--- config.mk ---
export PLATFORM = sky130hd
export DESIGN_NAME = ad7864_seq_flat
export DESIGN_NICKNAME = d
export VERILOG_FILES = /design/src/rtl/ad7864_pkg.sv /design/src/rtl/ad7864_seq_if.sv /design/src/rtl/ad7864_sync.sv /design/src/rtl/ad7864_seq.sv /design/src/flat_wrapper.sv
export SDC_FILE = /design/constraint.sdc
export NUM_CORES = 1
export LEC_CHECK = 0
export ABC_AREA = 1
export BUFFER_PORTS_ARGS = -buffer_cell sky130_fd_sc_hd__buf_2
export CORE_MARGIN = 10
export CORE_UTILIZATION = 53
export CTS_BUF_LIST = sky130_fd_sc_hd__clkbuf_8
export DETAILED_ROUTE_END_ITERATION = 10
export GPL_TIMING_DRIVEN = 1
export PLACE_DENSITY = 0.9
export SLEW_MARGIN = 5
export SYNTH_ARGS = -nofsm -noshare
export SYNTH_HDL_FRONTEND = slang
export SYNTH_SLANG_ARGS = --single-unit
--- constraint.sdc ---
create_clock -name clkin -period 1.65 [get_ports clkin]
set_input_delay 0.165 -clock clkin [delete_from_list [all_inputs] [get_ports clkin]]
set_output_delay 0.165 -clock clkin [all_outputs]
set_load 0.03 [all_outputs]
--- src/rtl/ad7864_pkg.sv ---
// Shared types and constants for the AD7864 conversion/readout sequencer.
package ad7864_pkg;

    localparam int unsigned IDX_W = 2;

    typedef enum logic [2:0] {
        StIdle,
        StConv,
        StWaitHi,
        StWaitLo,
        StRdLow,
        StRdGap,
        StDone
    } state_e;

endpackage

--- src/rtl/ad7864_seq_if.sv ---
// ADC bus, DSP trigger and sample-output signals of the AD7864 sequencer.
interface ad7864_seq_if #(
    parameter int unsigned N_CHIPS = 2,
    parameter int unsigned DATA_W  = 12
);
    import ad7864_pkg::*;

    logic                dsp_conv_bar;
    logic                ad_busy;
    logic [DATA_W-1:0]   ad_db;
    logic                ad_conv_bar;
    logic [N_CHIPS-1:0]  ad_cs_bar;
    logic                ad_rd_bar;
    logic [DATA_W-1:0]   smp_data;
    logic [IDX_W-1:0]    smp_chip;
    logic [IDX_W-1:0]    smp_ch;
    logic                smp_valid;
    logic                db_rdy;
    logic                overrun;
    logic                timeout;

    modport master (
        input  dsp_conv_bar, ad_busy, ad_db,
        output ad_conv_bar, ad_cs_bar, ad_rd_bar,
        output smp_data, smp_chip, smp_ch, smp_valid, db_rdy, overrun, timeout
    );

    modport slave (
        output dsp_conv_bar, ad_busy, ad_db,
        input  ad_conv_bar, ad_cs_bar, ad_rd_bar,
        input  smp_data, smp_chip, smp_ch, smp_valid, db_rdy, overrun, timeout
    );
endinterface

--- src/rtl/ad7864_sync.sv ---
// Two-flop synchroniser with a selectable reset value.
module ad7864_sync #(
    parameter logic RST_VAL = 1'b0
) (
    input  logic clkin,
    input  logic rst_n,
    input  logic d,
    output logic q
);
    logic meta;

    always_ff @(posedge clkin or negedge rst_n) begin
        if (!rst_n) begin
            meta <= RST_VAL;
            q    <= RST_VAL;
        end else begin
            meta <= d;
            q    <= meta;
        end
    end
endmodule

--- src/rtl/ad7864_seq.sv ---
// Frame sequencer: CONVST pulse, BUSY handshake, then chip/channel ordered readout.
module ad7864_seq
    import ad7864_pkg::*;
#(
    parameter int unsigned N_CHIPS      = 2,
    parameter int unsigned N_CH         = 4,
    parameter int unsigned DATA_W       = 12,
    parameter int unsigned CONV_LOW_CYC = 4,
    parameter int unsigned RD_LOW_CYC   = 3,
    parameter int unsigned RD_GAP_CYC   = 2,
    parameter int unsigned BUSY_TO_CYC  = 1023
) (
    input  logic         clkin,
    input  logic         rst_n,
    ad7864_seq_if.master bus
);
    localparam int unsigned CNT_W =
        $clog2(BUSY_TO_CYC + CONV_LOW_CYC + RD_LOW_CYC + RD_GAP_CYC + 1);

    logic             conv_s, busy_s, conv_prev, trig;
    state_e           state;
    logic [CNT_W-1:0] cnt;
    logic [IDX_W-1:0] chip, ch;
    logic             last_ch, last_chip;

    ad7864_sync #(.RST_VAL(1'b1)) u_sync_conv (
        .clkin(clkin), .rst_n(rst_n), .d(bus.dsp_conv_bar), .q(conv_s)
    );
    ad7864_sync #(.RST_VAL(1'b0)) u_sync_busy (
        .clkin(clkin), .rst_n(rst_n), .d(bus.ad_busy), .q(busy_s)
    );

    assign trig      = conv_prev & ~conv_s;
    assign last_ch   = (ch == IDX_W'(N_CH - 1));
    assign last_chip = (chip == IDX_W'(N_CHIPS - 1));

    always_ff @(posedge clkin or negedge rst_n) begin
        if (!rst_n) begin
            state           <= StIdle;
            conv_prev       <= 1'b1;
            cnt             <= '0;
            chip            <= '0;
            ch              <= '0;
            bus.ad_conv_bar <= 1'b1;
            bus.ad_rd_bar   <= 1'b1;
            bus.ad_cs_bar   <= '1;
            bus.smp_data    <= '0;
            bus.smp_chip    <= '0;
            bus.smp_ch      <= '0;
            bus.smp_valid   <= 1'b0;
            bus.db_rdy      <= 1'b0;
            bus.overrun     <= 1'b0;
            bus.timeout     <= 1'b0;
        end else begin
            conv_prev     <= conv_s;
            bus.smp_valid <= 1'b0;
            bus.db_rdy    <= 1'b0;
            if (trig && state != StIdle) bus.overrun <= 1'b1;

            case (state)
                StIdle: if (trig) begin
                    bus.overrun     <= 1'b0;
                    bus.timeout     <= 1'b0;
                    bus.ad_conv_bar <= 1'b0;
                    cnt             <= '0;
                    state           <= StConv;
                end
                StConv: if (cnt == CNT_W'(CONV_LOW_CYC - 1)) begin
                    bus.ad_conv_bar <= 1'b1;
                    cnt             <= '0;
                    state           <= StWaitHi;
                end else begin
                    cnt <= cnt + 1'b1;
                end
                // One counter spans both busy phases so the timeout bounds the whole handshake.
                StWaitHi, StWaitLo: if (cnt == CNT_W'(BUSY_TO_CYC - 1)) begin
                    bus.timeout     <= 1'b1;
                    bus.ad_conv_bar <= 1'b1;
                    bus.ad_rd_bar   <= 1'b1;
                    bus.ad_cs_bar   <= '1;
                    cnt             <= '0;
                    state           <= StIdle;
                end else if (state == StWaitHi) begin
                    cnt <= cnt + 1'b1;
                    if (busy_s) state <= StWaitLo;
                end else if (!busy_s) begin
                    chip          <= '0;
                    ch            <= '0;
                    bus.ad_cs_bar <= ~N_CHIPS'(1);
                    bus.ad_rd_bar <= 1'b0;
                    cnt           <= '0;
                    state         <= StRdLow;
                end else begin
                    cnt <= cnt + 1'b1;
                end
                StRdLow: if (cnt == CNT_W'(RD_LOW_CYC - 1)) begin
                    bus.smp_data  <= DATA_W'(bus.ad_db);
                    bus.smp_chip  <= chip;
                    bus.smp_ch    <= ch;
                    bus.smp_valid <= 1'b1;
                    bus.ad_rd_bar <= 1'b1;
                    cnt           <= '0;
                    if (last_ch) bus.ad_cs_bar <= '1;
                    state <= (last_ch && last_chip) ? StDone : StRdGap;
                end else begin
                    cnt <= cnt + 1'b1;
                end
                StRdGap: if (cnt == CNT_W'(RD_GAP_CYC - 1)) begin
                    cnt           <= '0;
                    bus.ad_rd_bar <= 1'b0;
                    state         <= StRdLow;
                    if (last_ch) begin
                        ch            <= '0;
                        chip          <= chip + 1'b1;
                        bus.ad_cs_bar <= ~(N_CHIPS'(1) << (chip + 1'b1));
                    end else begin
                        ch <= ch + 1'b1;
                    end
                end else begin
                    cnt <= cnt + 1'b1;
                end
                StDone: begin
                    bus.db_rdy <= 1'b1;
                    state      <= StIdle;
                end
                default: state <= StIdle;
            endcase
        end
    end
endmodule

--- src/flat_wrapper.sv ---
// flat-port wrapper written by rule: the top's interface ports become plain ports
module ad7864_seq_flat import ad7864_pkg::*;
#(
    parameter int unsigned N_CHIPS      = 2,
    parameter int unsigned N_CH         = 4,
    parameter int unsigned DATA_W       = 12,
    parameter int unsigned CONV_LOW_CYC = 4,
    parameter int unsigned RD_LOW_CYC   = 3,
    parameter int unsigned RD_GAP_CYC   = 2,
    parameter int unsigned BUSY_TO_CYC  = 1023
)
  (clkin, rst_n, bus_dsp_conv_bar, bus_ad_busy, bus_ad_db, bus_ad_conv_bar, bus_ad_cs_bar, bus_ad_rd_bar, bus_smp_data, bus_smp_chip, bus_smp_ch, bus_smp_valid, bus_db_rdy, bus_overrun, bus_timeout);
  ad7864_seq_if #(.N_CHIPS(N_CHIPS), .DATA_W(DATA_W)) bus_i ();
  input  logic clkin;
  input  logic rst_n;
  input wire logic [$bits(bus_i.dsp_conv_bar)-1:0] bus_dsp_conv_bar;
  input wire logic [$bits(bus_i.ad_busy)-1:0] bus_ad_busy;
  input wire logic [$bits(bus_i.ad_db)-1:0] bus_ad_db;
  output wire logic [$bits(bus_i.ad_conv_bar)-1:0] bus_ad_conv_bar;
  output wire logic [$bits(bus_i.ad_cs_bar)-1:0] bus_ad_cs_bar;
  output wire logic [$bits(bus_i.ad_rd_bar)-1:0] bus_ad_rd_bar;
  output wire logic [$bits(bus_i.smp_data)-1:0] bus_smp_data;
  output wire logic [$bits(bus_i.smp_chip)-1:0] bus_smp_chip;
  output wire logic [$bits(bus_i.smp_ch)-1:0] bus_smp_ch;
  output wire logic [$bits(bus_i.smp_valid)-1:0] bus_smp_valid;
  output wire logic [$bits(bus_i.db_rdy)-1:0] bus_db_rdy;
  output wire logic [$bits(bus_i.overrun)-1:0] bus_overrun;
  output wire logic [$bits(bus_i.timeout)-1:0] bus_timeout;
  assign bus_i.dsp_conv_bar = bus_dsp_conv_bar;
  assign bus_i.ad_busy = bus_ad_busy;
  assign bus_i.ad_db = bus_ad_db;
  assign bus_ad_conv_bar = bus_i.ad_conv_bar;
  assign bus_ad_cs_bar = bus_i.ad_cs_bar;
  assign bus_ad_rd_bar = bus_i.ad_rd_bar;
  assign bus_smp_data = bus_i.smp_data;
  assign bus_smp_chip = bus_i.smp_chip;
  assign bus_smp_ch = bus_i.smp_ch;
  assign bus_smp_valid = bus_i.smp_valid;
  assign bus_db_rdy = bus_i.db_rdy;
  assign bus_overrun = bus_i.overrun;
  assign bus_timeout = bus_i.timeout;
  ad7864_seq #(.N_CHIPS(N_CHIPS), .N_CH(N_CH), .DATA_W(DATA_W), .CONV_LOW_CYC(CONV_LOW_CYC), .RD_LOW_CYC(RD_LOW_CYC), .RD_GAP_CYC(RD_GAP_CYC), .BUSY_TO_CYC(BUSY_TO_CYC)) u_core (.clkin(clkin), .rst_n(rst_n), .bus(bus_i));
endmodule
==> flow_summary.yaml <==
worst_setup_path:
  cp-end-kind: "flip-flop"
  critical_path.max_fanout: 7
  worstSetupPathType: "flip-flop to flip-flop"
  cp.required_ps: 1840
  cp-start-kind: "flip-flop"
  endpoint: "u_core.cnt[10]"
  r2r_start: "u_core.cnt[0]"
  rr_worst_depth: 11
  r2r-end: "u_core.cnt[10]"
  worstSetupStartpoint: "u_core.cnt[0]"
  worstPathArrival_ps: 1850
  reg2reg_slack_ps: -10
yosys:
  synth.avg_cell_area_um2: 8.15
  ys_ff_latch: 47
  seq_area_frac_synth_pct: 48.6
  synth_fp_nets: 322
  synthDistinctLibCells: 29
  synth_area_um2: 2440
  yosysWarnings: 0
  synthCells: 299
power:
  intPower_mw: 2.88
  swShare_pct: 44.2
  power.leakage_nw: 1.53
  power_frac_clock_pct: 16.9
  irDropWorstVdd_v: 0.000836
  power_switching_mw: 2.28
  power_frac_seq_pct: 34.5
  p_comb_share_pct: 48.6
  powerDensity_nw_per_um2: 1710
grt:
  grt_pass1_wl_um: 9400
  grt_pass1_vias: 2151
  grt_max_degree: 31
  antenna_found_initial: 0
  overflow: 0
  grt_usage_pct: 15.0
timing:
  slew_violations: 0
  hold_viol_final: 0
  tightest_slew_ps: 493
  final.period_utilization_pct: 101
  slew_headroom_pct: 66.9
  setup_ws_ps: -10.5
  finalSetupViolCount: 1
  skew_ps: 9.74
  clock.fmax_mhz: 602
  hold_slack_ps: 50.3
  rsz0062_at_grt: "yes"
  period_minus_slack_ps: 1660
drt:
  drtPass1Iterations: 4
  drt_iter0_drc: 145
  drc: 0
  num_vias: 2197
  final_antenna_net_count: 0
  wl_per_cell_um: 14.1
  viasPerCell: 5.33
  totalWireLength_um: 5810
placement:
  hpwl_um: 4110
  dp_cells: 393
  port_buffers: 39
  gp_congestion: 0.873
floorplan:
  coreArea_um2: 4410
  die_area_um2: 7710
  die_x_um: 87.8
  num_rows: 24
  die_h_um: 87.8
  start_util_pct: 55.2
  boundaryPins: 40
clock_tree:
  path_clk_slew_ps: 90
  cts.root.buffer_cell: "clkbuf_8"
  clock-sinks: 47
  clk_latency_ps: 300
  htree_levels: 2
  cts_tree: "built"
  numCtsBuffers: 5
  cts_buffer_depth: 2
outcome:
  violations: "setup timing"
  outcome: "finished with violations"
cells_and_area:
  final_cell_mix: "nand2_1, buf_2, dfrtp_1"
  diodes: 0
  synthToLayoutAreaGrowth_pct: 23.8
  stdcell_count: 412
  nNetsFinal: 382
  drive_gt1_share_pct: 34.2
  final_common_cell: "nand2_1"
job:
  timing.max_cap.violations: 0
worst_hold_path:
  hold_path.class: "input pin to flip-flop"
  worstHoldPathCells: 3
==> power by group through the flow <==
stage | combinational (mW) | clock (mW) | sequential (mW)
6_report | 2.51 | 0.871 | 1.78
5_1_grt | 2.76 | 0.943 | 1.83
4_1_cts | 2.39 | 0.888 | 1.76
3_5_place_dp | 2.27 | 0 | 1.78
3_3_place_gp | 2.20 | 0 | 1.77
2_1_floorplan | 1.17 | 0 | 2.23
==> timing repair <==
action	CTS	global route
setup endpoints to repair	7	33
pin swaps	3	9
resized for setup	4	22
hold buffers	3	0
endpoints found under the hold margin	12	0
buffers inserted	3	5
==> critical path, stage by stage, from the launching register on <==
cell and delay, ps:
dfrtp_1 410, buf_4 150, ha_2 190, nand2_1 70
nor2_1 110, nand2_1 90, nand2_1 100, nand2_2 60
inv_2 60, nand2_4 70, nor2_8 170, nor2_2 60
==> cell families (layout without fill, tap and decap cells) <==
family                   Yosys count  after routing  share of synthesized area, %
flip-flops                        47             47                          48.6
adder cells (fa/ha/maj)            7              7                          3.60
AND/OR/NAND/NOR                  180            180                          34.4
buffers and inverters             35             96                          5.86
XOR/XNOR                           7              7                          2.52
AO/OA/AOI/OAI                     23             23                          5.03
==> sequential cells by signal (all words and copies together), names as in the netlist, named ones only <==
signal,count
u_core.cnt,11
u_core.bus.smp_ch,2
u_core.bus.smp_data,12
u_core.u_sync_busy.q,1
u_core.bus.db_rdy,1
u_core.ch,2
u_core.bus.ad_cs_bar,2
u_core.u_sync_conv.q,1
u_core.bus.ad_rd_bar,1
u_core.conv_prev,1
u_core.bus.smp_chip,2
u_core.bus.smp_valid,1
u_core.state,3
u_core.u_sync_busy.meta,1
u_core.chip,2
u_core.bus.ad_conv_bar,1
u_core.u_sync_conv.meta,1
u_core.bus.timeout,1
==> Yosys cell counts (all sizes together) <==
| library cell | n | area, µm² |
|---|---|---|
| o21bai | 1 | 7.51 |
| a21boi | 1 | 7.51 |
| nor2 | 41 | 225 |
| nand4 | 3 | 18.8 |
| nand2 | 114 | 458 |
| o21ai | 17 | 85.1 |
| ha | 7 | 87.6 |
| dfstp | 7 | 184 |
| inv | 31 | 116 |
| a21oi | 3 | 15.0 |
| dfrtp | 40 | 1000 |
| nor4 | 2 | 12.5 |
| xnor2 | 4 | 35.0 |
| nor3 | 4 | 25.0 |
| o211ai | 1 | 7.51 |
| nand3 | 16 | 97.6 |
| buf | 4 | 26.3 |
| xor2 | 3 | 26.3 |
==> how the worst min path moves through the flow <==
stage	startpoint	endpoint	slack (ps)
floorplan	rst_n	async pin	-130
global placement	rst_n	u_core.cnt[2]	120
detailed placement	rst_n	u_core.cnt[2]	120
CTS	bus_ad_db[6]	u_core.bus.smp_data[6]	50
global route	bus_ad_db[6]	u_core.bus.smp_data[6]	50
finish	bus_ad_db[6]	u_core.bus.smp_data[6]	50
==> per-stage QoR <==
step	cell area [µm²]	TNS, ps	power, mW	utilization (%)	worst slack (ps)
4_1_cts	2910	0	5.04	66.0	0.533
2_1_floorplan	2440	0	3.40	-	127
5_1_grt	3020	-1510	5.53	68.3	-93.1
3_3_place_gp	2740	0	3.97	62.0	19.3
3_5_place_dp	2740	-8.83	4.05	62.0	-4.27
6_report	3020	-10.5	5.16	68.3	-10.5
==> area by class of cell <==
cell class              instances  area [µm²]
fillers                       316        1400
flip-flops and latches         47        1190
multi-input cells             217        1170
repair buffers                 57         354
inverters                      31         121
clock buffers                   6        82.6
well taps                      52        65.1
clock inverters                 2        35.0
==> per-layer routing <==
metal / track usage, % / share of wire [%] / vias up
met5: 0 / 0 / -
met1: 17.2 / 39 / 1064
li1: - / - / 1047
met2: 25.7 / 54 / 75
met3: 3.25 / 5.6 / 11
met4: 7.25 / 1.8 / 0
(Power assumes the default switching activity.)
